--- config.mk ---
export PLATFORM = sky130hd
export DESIGN_NAME = keypad_emulator
export DESIGN_NICKNAME = d
export VERILOG_FILES = /design/src/rtl/keypad_emulator.sv
export SDC_FILE = /design/constraint.sdc
export NUM_CORES = 1
export LEC_CHECK = 0
export CAP_MARGIN = 20
export CORE_MARGIN = 2
export CORE_UTILIZATION = 45
export DETAILED_ROUTE_END_ITERATION = 6
export MAX_ROUTING_LAYER = met4
export PLACE_DENSITY = 0.75
export SETUP_SLACK_MARGIN = 0.3
export SLEW_MARGIN = 10
export SYNTH_ARGS = -nofsm -noshare
export SYNTH_HDL_FRONTEND = slang
export SYNTH_SLANG_ARGS = --single-unit
--- constraint.sdc ---
create_clock -name clk -period 3.95 [get_ports clk]
set_input_delay 1.185 -clock clk [delete_from_list [all_inputs] [get_ports clk]]
set_output_delay 1.185 -clock clk [all_outputs]
set_load 0.01 [all_outputs]
--- src/rtl/keypad_emulator.sv ---
// Emulates one mechanical key on a row/column scanned keypad: accepts press commands,
// plays out optional contact bounce, a timed hold, release, and a quiet gap.
module keypad_emulator #(
    parameter int BOUNCE_PERIOD  = 16,
    parameter int BOUNCE_TOGGLES = 4,
    parameter int GAP_CYCLES     = 64
) (
    input  logic        clk,
    input  logic        reset,
    input  logic [3:0]  key_row,
    output logic [3:0]  cols,
    input  logic        cmd_valid,
    output logic        cmd_ready,
    input  logic [3:0]  cmd_key,
    input  logic [15:0] cmd_hold,
    input  logic        cmd_bounce,
    output logic        contact,
    output logic        busy
);

    localparam int PW = $clog2(BOUNCE_PERIOD + 1);
    localparam int TW = $clog2(BOUNCE_TOGGLES + 1);
    localparam int GW = $clog2(GAP_CYCLES + 1);

    localparam logic [PW-1:0] PER_LAST = PW'(BOUNCE_PERIOD - 1);
    localparam logic [TW-1:0] TOG_LAST = TW'(BOUNCE_TOGGLES - 1);
    localparam logic [GW-1:0] GAP_LAST = GW'(GAP_CYCLES - 1);

    typedef enum logic [2:0] {
        IDLE,
        PRESS_BOUNCE,
        HELD,
        RELEASE_BOUNCE,
        GAP
    } state_t;

    state_t        state_q, state_d;
    logic          contact_q, contact_d;
    logic [3:0]    key_q, key_d;
    logic [15:0]   hold_q, hold_d;
    logic          bounce_q, bounce_d;
    logic [15:0]   hcnt_q, hcnt_d;
    logic [PW-1:0] per_q, per_d;
    logic [TW-1:0] tog_q, tog_d;
    logic [GW-1:0] gap_q, gap_d;

    logic [15:0] hold_last;
    logic        per_wrap;
    logic        last_tog;

    // A zero hold is stretched to one cycle so the closure is always visible.
    assign hold_last = (hold_q == 16'd0) ? 16'd0 : hold_q - 16'd1;
    assign per_wrap  = (per_q == PER_LAST);
    assign last_tog  = per_wrap && (tog_q == TOG_LAST);

    always_ff @(posedge clk or negedge reset) begin
        if (!reset) begin
            state_q   <= IDLE;
            contact_q <= 1'b0;
            key_q     <= '0;
            hold_q    <= '0;
            bounce_q  <= 1'b0;
            hcnt_q    <= '0;
            per_q     <= '0;
            tog_q     <= '0;
            gap_q     <= '0;
        end else begin
            state_q   <= state_d;
            contact_q <= contact_d;
            key_q     <= key_d;
            hold_q    <= hold_d;
            bounce_q  <= bounce_d;
            hcnt_q    <= hcnt_d;
            per_q     <= per_d;
            tog_q     <= tog_d;
            gap_q     <= gap_d;
        end
    end

    always_comb begin
        state_d   = state_q;
        contact_d = contact_q;
        key_d     = key_q;
        hold_d    = hold_q;
        bounce_d  = bounce_q;
        hcnt_d    = hcnt_q;
        per_d     = per_q;
        tog_d     = tog_q;
        gap_d     = gap_q;

        case (state_q)
            IDLE: begin
                if (cmd_valid) begin
                    key_d     = cmd_key;
                    hold_d    = cmd_hold;
                    bounce_d  = cmd_bounce;
                    contact_d = 1'b1;
                    hcnt_d    = '0;
                    per_d     = '0;
                    tog_d     = '0;
                    state_d   = cmd_bounce ? PRESS_BOUNCE : HELD;
                end
            end
            PRESS_BOUNCE, RELEASE_BOUNCE: begin
                per_d = per_wrap ? '0 : per_q + PW'(1);
                if (per_wrap) begin
                    contact_d = ~contact_q;
                    tog_d     = last_tog ? '0 : tog_q + TW'(1);
                end
                // Final level is forced so an odd toggle count still ends in the right state.
                if (last_tog) begin
                    if (state_q == PRESS_BOUNCE) begin
                        contact_d = 1'b1;
                        state_d   = HELD;
                    end else begin
                        contact_d = 1'b0;
                        gap_d     = '0;
                        state_d   = GAP;
                    end
                end
            end
            HELD: begin
                if (hcnt_q == hold_last) begin
                    contact_d = 1'b0;
                    hcnt_d    = '0;
                    per_d     = '0;
                    tog_d     = '0;
                    gap_d     = '0;
                    state_d   = bounce_q ? RELEASE_BOUNCE : GAP;
                end else begin
                    hcnt_d = hcnt_q + 16'd1;
                end
            end
            GAP: begin
                if (gap_q == GAP_LAST) begin
                    gap_d   = '0;
                    state_d = IDLE;
                end else begin
                    gap_d = gap_q + GW'(1);
                end
            end
            default: state_d = IDLE;
        endcase
    end

    assign cmd_ready = (state_q == IDLE);
    assign busy      = ~cmd_ready;
    assign contact   = contact_q;

    // Live row drive passes straight through so the scanner sees the key in the row it is driving.
    always_comb begin
        cols = 4'b1111;
        if (contact_q)
            cols[key_q[1:0]] = key_row[key_q[3:2]];
    end

endmodule

# Word-level counts from Yosys, hierarchy flattened
# Cells that the tools add are included.
# word_totals
reg_bits	56
latchBits	0
mem_bits_rw	0
rom_bits	0
out_inout_bits	7
word_cells	88
mem_count	0
# classes
add_sub_neg	5
mul	0
div	0
magnitude_cmp	3
eq_ne	15
shifts	0
n_mux	37
bitwise	4
n_reduce_logical	15
# ops
operator	count
$mux 16	3
$pmux 16 s2	1
$mux 3	10
$mux 7	4
$pmux 7 s3	1
$add 16x1->16 const B	1
$eq 16x16->1	1
$logic_not 16->1	1
$reduce_and 4->1	4
$sub 16x1->16 const B	1
$mux 5	3
$pmux 5 s3	1
$ne 2x2->1 const B	6
$pmux 3 s4	1
$eq 3x2->1 const B	3
$pmux 3 s3	1
$add 7x1->7 const B	1
$eq 7x6->1 const B	1
$mux 1	7
$lt 2x3->1 const B	2
$reduce_bool 3->1	2
$add 5x1->5 const B	1
$eq 5x4->1 const B	1
$mux 4	1
18 further kinds	21

# Logic depth before layout (Yosys ltp)
# Gate-level depths: netlist of run 1.
# depth
word_depth	7
depth_mapped	12

# Worst setup path after synthesis of run 1
# No wires, ideal clock.
# synth_path
kind	flip-flop to flip-flop
from	reg hold_q[0]
to	reg state_q[1]
t_arrival_ns	3.671
t_required_ns	3.828
path_slack_ns	0.158
stages_incl_launch_ff	12
n_path_buf	1
period_less_slack_ns	3.792
path_cell_list	dfrtp_1 inv_1 ha_1 or3b_2 or4_4 or3_1 a32o_1 or4_1 nor4_4 buf_2 o211ai_1 a32o_1
# synth_between
elab_chain_cells	5
# synth_lines
element	line	rtl
start, declared	40	logic [15:0] hold_q, hold_d;
start signal, assigned	71	hold_q <= hold_d;
$sub 16x1->16 / $logic_not 16->1 (equally long branches)	52	assign hold_last = (hold_q == 16'd0) ? 16'd0 : hold_q - 16'd1;
$mux 16 (*)	52	
$eq 16x16->1 (*)	123	if (hcnt_q == hold_last) begin
$ne 2x2->1 (no line) (*)	n/a	
$reduce_and 4->1 (no line) (*)	n/a	
end signal, assigned	68	state_q <= state_d;
end, declared	37	state_t state_q, state_d;
# Mark *: on every way between the ends. The rest lies on a longest branch, timed or not.
# A chain may end at the register's enable or synchronous reset.

# Final worst setup path of run 1
# layout_path
from	reg hold_q[0]
to	reg hcnt_q[11]
# layout_between
elab_chain_cells	5
# layout_lines
element	line	rtl
$sub 16x1->16 / $logic_not 16->1 (equally long branches)	52	
$mux 16 (*)	52	
$eq 16x16->1 (*)	123	
$mux 16 (*)	123	
$pmux 16 s2 (*)	91	case (state_q)
end signal, assigned	73	hcnt_q <= hcnt_d;
end, declared	42	logic [15:0] hcnt_q, hcnt_d;
# Marks and branches as above.

==> flow_metrics.py, run 1 <==
metrics = {
    "detailed_routing": {
        "ant_nets": 0,
        "num_vias": 3068,
        "avgViaCountPerCell": 5.85,
        "first_iter_violations": 154,
        "firstDrtPassIters": 4,
        "finalWirelength_um": 7980,
        "drc": 0,
        "wire_per_inst_um": 15.2,
    },
    "clock_network": {
        "cts.sinks": 56,
        "clk_path_buf_depth": 2,
        "hold_buffers": 0,
        "h-tree-depth": 2,
        "clk_pin_slew_ps": 100,
        "insertion_delay_ps": 310,
        "cts_tree": "yes",
        "root_buffer": "clkbuf_8",
        "cts_buffers": 5,
    },
    "sta": {
        "fmax_ghz": 0.274,
        "slew_viol_final": 0,
        "relSlewSlack_pct": 58.4,
        "post-route-period-util_pct": 92.3,
        "setup_ws_ps": 303,
        "finalHoldViolCount": 0,
        "max_slew.worst_pin.slew_ps": 623,
        "rsz0062_at_grt": "yes",
        "setup_viol": 0,
        "fin_worst_skew_ps": 4.78,
        "period_minus_slack_ps": 3650,
    },
    "worst_setup_path": {
        "cp_max_fo": 5,
        "critPathLaunchType": "register",
        "endpoint_kind": "register",
        "critPathRequiredTime_ps": 4160,
        "crit_type": "register to register",
        "worstPathArrival_ps": 3860,
        "worst_r2r_path_depth": 14,
    },
    "yosys": {
        "synth-seq-cells": 56,
        "yosysTopAreaCellShare_pct": 39.6,
        "async_reset_ff_share_pct": 100,
        "yosysWarnings": 0,
        "yosysSeqAreaShare_pct": 39.6,
        "syn_avg_cell_area_um2": 9.38,
        "yosys-top-cells-area": "dfrtp_1 40%, mux2_2 6.0%, nand2_1 3.0%, nor2_1 2.8%, o31ai_1 2.8%",
        "synth.most_common_cell": "dfrtp_1",
        "synth_area_um2": 3540,
        "ys_top_cells_by_count": "56 x dfrtp_1, 28 x nand2_1, 26 x nor2_1",
        "synth_cells": 377,
        "ys_types": 57,
        "synth_edf_count": 0,
        "synth_ff_type": "dfrtp_1",
        "synth_nets": 410,
        "synth_top_cell_by_area": "dfrtp_1",
    },
    "die": {
        "die_area_um2": 8590,
        "fp.dieH_um": 92.7,
        "die_w_um": 92.7,
        "fp.coreArea_um2": 7690,
        "start_util_pct": 46.0,
        "row_count": 32,
        "pin_count": 35,
    },
    "worst_hold_path": {
        "hold_class": "register to register",
        "worstHoldPathCells": 1,
    },
    "cells_and_area": {
        "fin_cells": 524,
        "nNetsFinal": 454,
        "drive_gt1_share_pct": 18.5,
        "antenna_cells": 0,
        "fillers": 673,
        "syn2layout_area_growth_pct": 20.8,
        "finish.utilization_pct": 55.6,
    },
    "pwr": {
        "ir_worst_vdd_v": 0.000139,
        "power.leakage_nw": 1.88,
        "p_per_area_nw_per_um2": 222,
        "total_power_mw": 0.948,
    },
    "grt": {
        "grt_use_total_pct": 19.1,
        "grt_max_degree": 41,
        "globalRouteOverflowTotal": 0,
        "grt_pass1_wl_um": 13100,
        "grt_pass1_vias": 2787,
        "antenna_found_initial": 0,
    },
    "placement": {
        "io_buffers": 34,
        "dpl_worst_slack_ps": -315,
        "post-dp-hpwl_um": 5620,
        "gp_congestion": 0.885,
        "placed_cells": 504,
    },
    "job": {
        "cap_violations": 0,
    },
    "status": {
        "status": "finished, final reports clean",
    },
}
## state kept, by name, indices dropped and copies added (netlist names)
signal / cells
bounce_q: 1
tog_q: 3
hcnt_q: 16
per_q: 5
key_q: 4
gap_q: 7
contact: 1
state_q: 3
hold_q: 16
## metal layers
| metal | up-vias | track usage, % | part of all wire (%) |
|---|---|---|---|
| met4 | 0 | 4.41 | 1.0 |
| met1 | 1480 | 25.7 | 46 |
| met5 | - | - | 0 |
| met2 | 67 | 30.8 | 49 |
| met3 | 13 | 2.69 | 4.0 |
| li1 | 1508 | - | - |
## power breakdown
part	internal [mW]	switching [mW]	total, mW
Sequential	0.573	0	0.573
Clock	0.144	0.192	0.336
Combinational	0.0228	0.0157	0.0385
Total	0.740	0.208	0.948
## critical path, cell delays in order, from the launching register on
cell and delay (ps):
dfrtp_1 400, inv_2 80, ha_4 140, or3b_4 390, or4_4 560, or3_1 320, a32o_2 270, or4_4 430
nor4_4 160, buf_4 190, buf_12 120, buf_4 110, buf_4 110, o31ai_1 80, a21o_1 190
## stage by stage
stage	TNS, ps	cell area [um2]	hold WS (ps)
floorplan	0	3570	449
global placement	-523	4030	477
detailed placement	-611	4030	484
CTS	0	4170	507
global route	0	4270	532
finish	0	4270	505
## kinds of logic after synthesis
logic type | Yosys count | synth area share [%]
flops | 56 | 39.6
fa+ha+maj | 5 | 1.77
mux | 26 | 8.38
xor+xnor | 13 | 3.61
buf+inv | 31 | 3.43
compound gates | 97 | 19.9
simple gates | 149 | 23.3
## final cells by class
type	count	area, um2	area share, %
sequential	56	1400	32.8
clock buffer	6	82.6	1.93
timing repair buffer	57	533	12.5
inverter	11	41.3	0.966
multi-input combinational	290	2070	48.5
tap	102	128	2.99
clock inverter	2	13.8	0.322
## repair_timing
action	in CTS	in global routing
pin swaps	2	5
setup endpoints to repair	28	18
gates cloned	0	1
buffers inserted	4	7
resized for setup	22	9
## worst paths after layout
path	slack [ps]	to	start
hold reg to reg	500	tog_q[2]$_DFFE_PN0P_	tog_q[2]$_DFFE_PN0P_
min in group asynchronous	790	hcnt_q[5]$_DFFE_PN0P_	reset
max in group asynchronous	2330	per_q[4]$_DFFE_PN0P_	reset
hold / removal	500	tog_q[2]$_DFFE_PN0P_	tog_q[2]$_DFFE_PN0P_
setup / recovery	300	hcnt_q[11]$_DFFE_PN0P_	hold_q[0]$_DFFE_PN0P_
setup reg to reg	300	hcnt_q[11]$_DFFE_PN0P_	hold_q[0]$_DFFE_PN0P_
## cell usage in the layout (no fill, tap or decap), drive strengths merged, types with 3 or more instances in the layout
cell type / n
a21o: 8
a21oi: 6
a221o: 5
a22o: 9
a31oi: 4
a32o: 3
and2: 5
and3: 8
buf: 26
clkbuf: 8
clkdlybuf4s50: 25
dfrtp: 56
ha: 5
inv: 12
mux2: 19
mux2i: 6
nand2: 28
nand2b: 4
nand3: 11
nor2: 27
nor2b: 7
nor3: 14
nor4: 10
nor4b: 7
o211ai: 5
o21a: 5
o21ai: 22
o31ai: 13
or2: 6
or3: 7
or4: 7
xnor2: 7
xor2: 5
Power figures use the tool's default switching activity.
==> run 2, diff against run 1 <==
PLACE_DENSITY = 0.71   (was 0.75)
==> run 2 against run 1 <==
Against the previous run:
- final cell count shrank 1.1%
- hold slack lost 7.9 ps
- non-clock buffer count shrank 6
- sequential power is essentially flat
- largest cell class unchanged
==> flow_metrics.py, run 2 (same netlist as run 1, synthesis figures left out) <==
metrics = {
    "die": {
        "die_w_um": 92.7,
        "row_count": 32,
        "start_util_pct": 46.0,
        "fp.dieH_um": 92.7,
        "fp.coreArea_um2": 7690,
        "die_area_um2": 8590,
        "pin_count": 35,
    },
    "cells_and_area": {
        "reg.largest.list": "hcnt_q x16, hold_q x16, gap_q x7",
        "nNetsFinal": 448,
        "syn2layout_area_growth_pct": 18.9,
        "drive_gt1_share_pct": 15.9,
        "final_common_cell": "dfrtp_1",
        "multi_input_area_um2": 2070,
        "antenna_cells": 0,
        "finish.utilization_pct": 54.7,
        "fillers": 719,
        "fin_cells": 518,
        "design_area_um2": 4210,
        "seq_area_um2": 1400,
        "final_cell_mix": "56 x dfrtp_1, 28 x nand2_1, 26 x nor2_1",
    },
    "detailed_routing": {
        "topRoutingLayerUsed": "met4",
        "finalWirelength_um": 7940,
        "drc": 0,
        "num_vias": 3057,
        "met3_length_um": 308,
        "wl_met2_um": 3630,
        "met1Wirelength_um": 3940,
        "firstDrtPassIters": 4,
        "avgViaCountPerCell": 5.90,
        "ant_nets": 0,
        "wire_per_inst_um": 15.3,
        "first_iter_violations": 177,
    },
    "pwr": {
        "power.leakage_nw": 1.84,
        "total_power_mw": 0.998,
        "p_per_area_nw_per_um2": 237,
        "power_frac_clock_pct": 38.7,
        "seq_power_share_pct": 57.4,
        "swShare_pct": 21.3,
        "p_comb_share_pct": 3.9,
        "power_switching_mw": 0.213,
        "ir_worst_vdd_v": 0.000130,
        "p_int_mw": 0.785,
    },
    "worst_setup_path": {
        "setup.worst_path.start": "hold_q[1]$_DFFE_PN0P_",
        "critPathRequiredTime_ps": 4160,
        "critPathLaunchType": "register",
        "endpoint_kind": "register",
        "cp_max_fo": 16,
        "crit_type": "register to register",
        "worstPathArrival_ps": 3790,
        "r2r_start": "hold_q[1]$_DFFE_PN0P_",
    },
    "clock_network": {
        "cts.sinks": 56,
        "clk_path_buf_depth": 2,
        "h-tree-depth": 2,
        "cts_buffers": 5,
        "clk_pin_slew_ps": 110,
        "cts_tree": "yes",
        "insertion_delay_ps": 320,
        "root_buffer": "clkbuf_8",
    },
    "placement": {
        "gp_congestion": 0.842,
        "placed_cells": 505,
        "placed_area_um2": 4040,
        "post-dp-hpwl_um": 5680,
        "io_buffers": 34,
    },
    "grt": {
        "globalRouteOverflowTotal": 0,
        "antenna_found_initial": 0,
        "grt_pass1_wl_um": 13500,
        "grt_max_degree": 35,
        "grt_pass1_vias": 2811,
        "grt_use_total_pct": 19.7,
    },
    "sta": {
        "post-route-period-util_pct": 90.5,
        "slew_viol_final": 0,
        "tns_ps": 0,
        "setup_viol": 0,
        "relSlewSlack_pct": 47.7,
        "fin_worst_skew_ps": 15.2,
        "period_minus_slack_ps": 3580,
        "rsz0062_at_grt": "yes",
        "max_slew.worst_pin.slew_ps": 785,
        "finalHoldViolCount": 0,
        "fmax_ghz": 0.280,
    },
    "worst_hold_path": {
        "hold_path.startpoint": "tog_q[2]$_DFFE_PN0P_",
        "hold_class": "register to register",
    },
    "job": {
        "cap_violations": 0,
    },
    "status": {
        "status": "finished, final reports clean",
    },
}
==> run 2: power by group through the flow <==
stage                     Combinational (mW)  Clock (mW)  Sequential [mW]
after floorplan                      0.00146           0            0.584
after detailed placement              0.0411           0            0.584
final                                 0.0389       0.386            0.573
after global placement                0.0407           0            0.584
after global routing                  0.0438       0.412            0.573
after CTS                             0.0403       0.391            0.573
==> run 2: metal layers <==
layer	GRT usage, %	vias up
li1	-	1502
met1	28.6	1483
met2	29.8	65
met3	2.52	7
met4	4.66	0
met5	-	-
==> run 2: layout make-up <==
type | count | share of cell area (%)
clock buffer | 6 | 1.73
timing repair buffer | 51 | 11.0
tap | 102 | 3.03
multi-input combinational | 290 | 49.1
sequential | 56 | 33.3
inverter | 11 | 0.982
clock inverter | 2 | 0.833
==> run 2: critical path, cell delays in order, from the launching register on <==
cell and delay (ps):
dfrtp_1 410, inv_2 90, ha_4 160, or3b_4 380
or4_4 580, or3_1 320, a32o_1 260, or4_4 430
nor4_4 190, buf_12 180, nor2_4 100, a221o_1 360
==> run 2: worst paths after layout <==
path	endpoint	slack [ps]	cells past startpoint
max	hcnt_q[15]$_DFFE_PN0P_	370	11
min	tog_q[2]$_DFFE_PN0P_	500	1
max reg2reg	hcnt_q[15]$_DFFE_PN0P_	370	11
min reg2reg	tog_q[2]$_DFFE_PN0P_	500	1
max in group asynchronous	hcnt_q[8]$_DFFE_PN0P_	2210	2
min in group asynchronous	hcnt_q[5]$_DFFE_PN0P_	940	1
==> run 2: timing repair <==
action | in CTS | in global routing
pin swaps | 2 | 1
setup endpoints to repair | 28 | 30
hold buffers | 0 | 0
setup buffers | 3 | 2
gates resized for setup | 14 | 7
==> run 2: stage by stage <==
step           worst slack (ps)  hold slack, ps
4_1_cts                     266             504
2_1_floorplan               292             449
3_3_place_gp               -256             462
5_1_grt                     234             514
6_report                    374             497
3_5_place_dp               -259             479
==> run 3, diff against run 2 <==
clock period = 3 ns   (was 3.95 ns; I/O delays follow)
==> run 3 against run 2 <==
Against the previous run:
- the run now ends with negative setup slack left
- hold slack lost 1.1 ps
- critical path depth is 3 higher
- wire length increased by 12%
- fmax is 3.1% higher
- cell area increased by 9.7%
- non-clock buffer count increased by 33
- utilization is 5.3 points higher
- highest routed layer unchanged
- setup slack got worse by 840 ps
==> flow_metrics.py, run 3 (same netlist as run 1, synthesis figures left out) <==
metrics = {
    "worst_setup_path": {
        "critPathRequiredTime_ps": 3210,
        "critPathLaunchType": "register",
        "worstPathArrival_ps": 3680,
        "crit_type": "register to register",
        "cp_common_cell": "buf_4",
        "endpoint_kind": "register",
        "crit_path_max_incr_delay_ps": 550,
        "crit_chain": "buf_4, buf_4, or4_4, buf_4, nor4_2, buf_4, mux2i_1, nor4b_4, o22ai_2, nor4_4, buf_6, buf_8, nor4_1, a221o_1",
        "cp_max_fo": 13,
        "ff2ff_setup_slack_ps": -470,
        "cp_slowest_cell": "or4_4",
    },
    "sta": {
        "rsz0062_at_grt": "yes",
        "finalHoldViolCount": 0,
        "setup_viol": 35,
        "max_slew.worst_pin.slew_ps": 729,
        "post-route-period-util_pct": 116,
        "fin_worst_skew_ps": 9.57,
        "period_minus_slack_ps": 3470,
        "slew_viol_final": 0,
        "fmax_ghz": 0.288,
        "tns_ps": -13980,
        "relSlewSlack_pct": 51.1,
        "setup_ws_ps": -470,
    },
    "clock_network": {
        "clk_pin_slew_ps": 110,
        "cts.sinks": 56,
        "clk_path_buf_depth": 2,
        "h-tree-depth": 2,
        "cts_tree": "yes",
        "cts_buffers": 5,
        "root_buffer": "clkbuf_8",
        "insertion_delay_ps": 320,
        "hold_buffers": 0,
    },
    "cells_and_area": {
        "multi_input_area_um2": 2180,
        "final_cell_mix": "56 x dfrtp_1, 41 x buf_4, 28 x nand2_1",
        "final_common_cell": "dfrtp_1",
        "nNetsFinal": 481,
        "reg.largest.list": "hcnt_q x16, hold_q x16, gap_q x7",
        "finish.utilization_pct": 60.0,
        "syn2layout_area_growth_pct": 30.4,
        "antenna_cells": 0,
        "drive_gt1_share_pct": 27.2,
        "seq_area_um2": 1400,
        "fillers": 644,
    },
    "grt": {
        "antenna_found_initial": 0,
        "grt_use_met1_pct": 30.4,
        "grt_max_degree": 33,
        "grt_pass1_wl_um": 14500,
        "busiest_layer": "met2",
        "use_met2_pct": 33.0,
        "globalRouteOverflowTotal": 0,
        "grt_use_total_pct": 21.7,
        "grt_pass1_vias": 3084,
        "met3_usage_pct": 3.17,
    },
    "placement": {
        "post-dp-hpwl_um": 6370,
        "gp_congestion": 0.866,
        "io_buffers": 34,
    },
    "pwr": {
        "power.leakage_nw": 2.06,
        "total_power_mw": 1.33,
        "p_per_area_nw_per_um2": 287,
        "ir_worst_vdd_v": 0.000176,
    },
    "die": {
        "fp.dieH_um": 92.7,
        "fp.coreArea_um2": 7690,
        "start_util_pct": 46.0,
        "die_area_um2": 8590,
        "die_w_um": 92.7,
        "row_count": 32,
        "pin_count": 35,
    },
    "status": {
        "status": "finished, violations left",
        "violations": "negative setup slack",
    },
    "detailed_routing": {
        "finalWirelength_um": 8910,
        "wire_per_inst_um": 16.2,
        "ant_nets": 0,
        "avgViaCountPerCell": 5.79,
        "firstDrtPassIters": 4,
        "first_iter_violations": 169,
        "drc": 0,
        "num_vias": 3193,
    },
    "worst_hold_path": {
        "hold_class": "register to register",
    },
    "job": {
        "cap_violations": 0,
    },
}
[run 3: cell types whose count changed in the layout (fill, tap and decap cells not counted), moves of 3 or more]
cell,change
nor2_1,-3
nor3_1,-3
nor3_2,+3
clkdlybuf4s15_1,-3
o21ai_4,+3
buf_4,+25
buf_6,+12
dlygate4sd2_1,-3
[run 3: per-stage QoR]
step	hold WS (ps)	area, um2	instances	setup slack [ps]
floorplan	449	3600	377	-657
global placement	471	4300	537	-637
detailed placement	471	4300	537	-650
CTS	497	4540	550	-544
global route	521	4610	551	-604
finish	496	4610	551	-470
[run 3: cell type report]
| class | instances | area share [%] |
|---|---|---|
| inverters | 11 | 0.895 |
| multi-input cells | 290 | 47.3 |
| repair buffers | 84 | 16.2 |
| flip-flops and latches | 56 | 30.4 |
| well taps | 102 | 2.77 |
| clock inverters | 2 | 0.841 |
| clock buffers | 6 | 1.57 |
[run 3: report_power, final]
| part | total (mW) | internal [mW] | switching (mW) | leakage, nW |
|---|---|---|---|---|
| logic | 0.0552 | 0.0339 | 0.0213 | 1.28 |
| clock network | 0.516 | 0.253 | 0.263 | 0.0558 |
| registers | 0.754 | 0.754 | 0 | 0.726 |
| total | 1.33 | 1.04 | 0.284 | 2.06 |
[run 3: path summary, 6_finish.rpt]
| path | endpoint | cells past startpoint | from |
|---|---|---|---|
| worst max-delay path | hcnt_q[15]$_DFFE_PN0P_ | 14 | hold_q[0]$_DFFE_PN0P_ |
| worst min-delay path | tog_q[2]$_DFFE_PN0P_ | 1 | tog_q[2]$_DFFE_PN0P_ |
| worst max register to register | hcnt_q[15]$_DFFE_PN0P_ | 14 | hold_q[0]$_DFFE_PN0P_ |
| worst min register to register | tog_q[2]$_DFFE_PN0P_ | 1 | tog_q[2]$_DFFE_PN0P_ |
| max in group asynchronous | hold_q[3]$_DFFE_PN0P_ | 2 | reset |
| min in group asynchronous | hcnt_q[11]$_DFFE_PN0P_ | 1 | reset |
[run 3: layer usage]
layer	vias to the layer above	routed length (um)
met5	-	0
met4	0	126
met3	16	397
met2	70	4180
met1	1556	4210
li1	1551	-
[run 3: what timing repair did]
item                                   4_1_cts  5_1_grt
setup endpoints to repair                   40       39
gates resized for setup                     56       13
endpoints found under the hold margin        0        0
buffers inserted                             5        1
pin swaps                                   14        9
cloned                                       0        0
[run 3: worst max-delay path, delay by kind of cell, from the launching register on]
kind                   cells  cell delay [ps]
buffers and inverters      6              930
DFF                        1              400
and+or+nand+nor            5             1380
AOI/OAI and AO/OA          2              440
muxes                      1              240
==> edit: new RTL, flow settings as in run 1 <==
Register the inputs `key_row` and `cmd_key` before use, cleared by the reset. The logic sees them one clock later. The other inputs are not delayed to match.
--- a/src/rtl/keypad_emulator.sv
+++ b/src/rtl/keypad_emulator.sv
@@ -33,6 +33,19 @@
         RELEASE_BOUNCE,
         GAP
     } state_t;
+
+    logic [3:0] key_row_q;
+    logic [3:0] cmd_key_q;
+
+    always_ff @(posedge clk or negedge reset) begin
+        if (!reset) begin
+            key_row_q <= '0;
+            cmd_key_q <= '0;
+        end else begin
+            key_row_q <= key_row;
+            cmd_key_q <= cmd_key;
+        end
+    end
 
     state_t        state_q, state_d;
     logic          contact_q, contact_d;
@@ -91,7 +104,7 @@
         case (state_q)
             IDLE: begin
                 if (cmd_valid) begin
-                    key_d     = cmd_key;
+                    key_d     = cmd_key_q;
                     hold_d    = cmd_hold;
                     bounce_d  = cmd_bounce;
                     contact_d = 1'b1;
@@ -151,7 +164,7 @@
     always_comb begin
         cols = 4'b1111;
         if (contact_q)
-            cols[key_q[1:0]] = key_row[key_q[3:2]];
+            cols[key_q[1:0]] = key_row_q[key_q[3:2]];
     end
 
 endmodule
Formal check against the unedited RTL: not equivalent (Yosys sat finds a counterexample within 4 cycles, from zero or initial values and one cycle with reset low).
==> edit against run 1 <==
Area after synthesis is 6.2% higher. Sequential share of layout area is 4.1 points higher. Synthesized cell count is 9.5% higher. Hold slack worse by 26 ps. Setup slack better by 230 ps. Critical path depth is 10 lower. Cell area is 1.7% higher. Wire length is 5.7% higher. Sequential cell count is 8 higher. Largest cell class unchanged.
Power is left out: it rests on default switching activity, and per cell area and clock period it moved more than threefold.
==> edit: results (changes against run 1) <==
register area=1600 µm² (was 1400 µm²); Top Layer Used=met4 (unchanged); Seq/Total Area, Yosys=0.427 (was 0.396); Clock Sinks=64 (was 56); Filler cells=735 (was 673); DR iter-0 viols=225 (was 154); outcome=complete, no violations (unchanged); post-route design area=4340 µm² (was 4270 µm²); GP Congestion=0.907 (was 0.885); placed cells=535 (was 504); routed via count=3,265 (was 3,068); worst skew pair latency=340 ps (was 310 ps); Worst R2R End=tog_q[0] (was hcnt_q[11]); Post-CTS Setup Bufs=0 (was 4); r2r setup slk=550 ps (was 300 ps); post-place setup slack=570 ps (was -315 ps); Inverters=15 (was 11); met1 Use GR=0.272 (was 0.257); wl on met1=3850 µm (was 3660 µm); htree depth=3 (was 2); 1st-pass router iterations=5 (was 4); met3 wire len=440 µm (was 323 µm); placed cell areas=4190 µm² (was 4030 µm²); clk_buf instances=11 (was 6); Via-to-Cell Ratio=5.94 (was 5.85); post-DP HPWL=6090 µm (was 5620 µm); fraction of area in clock buffers and inverters=0.0354 (was 0.0225); Nets=474 (was 454); final WL=8430 µm (was 7980 µm); Synth area leaders=dfrtp_1 43%, mux2_2 6.0%, nand2_1 4.0% (was dfrtp_1 40%, mux2_2 6.0%, nand2_1 3.0%); syn_area_per_cell=9.09 µm² (was 9.38 µm²); Synth Warn #=0 (unchanged); met2 wire length=4020 µm (was 3910 µm); area of the multi-input gates=2000 µm² (was 2070 µm²); worst slew pin tran=582 ps (was 623 ps); M3 GR Usage=0.0324 (was 0.0269); Worst Path Max Fanout=4 (was 5); total global-route track usage=0.206 (was 0.191); fin crit period=3420 ps (was 3650 ps); start point of the critical path=key_q[2] (was hold_q[0]); post-cts resize count=0 (was 22); DIE WIDTH=95.3 µm (was 92.7 µm); first-pass GRT wire length=14,300 µm (was 13,100 µm); vias in the first global route=3,087 (was 2,787); share of post-route cells with drive strength above 1=0.133 (was 0.185); # DRC=0 (unchanged); critical path arrival=2230 ps (was 3860 ps); hold crit path type=reg -> reg (unchanged); Distinct cells, synth=58 (was 57); Worst Setup EP=cols[0] (was hcnt_q[11]); TritonCTS Buffers=9 (was 5); Reg2Reg Depth=10 (was 14); commonest cells in the synthesized netlist=64 x dfrtp_1, 40 x nand2_1, 31 x nor2_1 (was 56 x dfrtp_1, 28 x nand2_1, 26 x nor2_1); M2 GR Usage=0.326 (was 0.308); syn nets=446 (was 410); Non-clk bufs=43 (was 57); non-clock buffer area fraction after layout=0.0927 (was 0.125)
==> edit: worst min-delay path by stage <==
| stage | from | to | slack (ps) | cells after the start |
|---|---|---|---|---|
| floorplan | cmd_key_q[2] | key_q[2] | 450 | 1 |
| global placement | cmd_key_q[0] | key_q[0] | 460 | 1 |
| detailed placement | cmd_key_q[1] | key_q[1] | 470 | 1 |
| CTS | cmd_key_q[2] | key_q[2] | 490 | 1 |
| global route | cmd_key_q[2] | key_q[2] | 510 | 1 |
| finish | cmd_key_q[2] | key_q[2] | 480 | 1 |
==> edit: worst max-delay path: stages (launching register included) <==
cell             delay (ps)
dfrtp_1                 380
mux4_2                  510
nand2b_1                200
or3_1                   310
clkdlybuf4s50_1         490
==> edit: cell families after synthesis <==
| kind of cell | share of synthesized area |
|---|---|
| simple gates | 0.249 |
| compound gates | 0.152 |
| flops | 0.427 |
| buf+inv | 0.0420 |
| mux | 0.0876 |
| xor+xnor | 0.0257 |
| fa+ha+maj | 0.0167 |
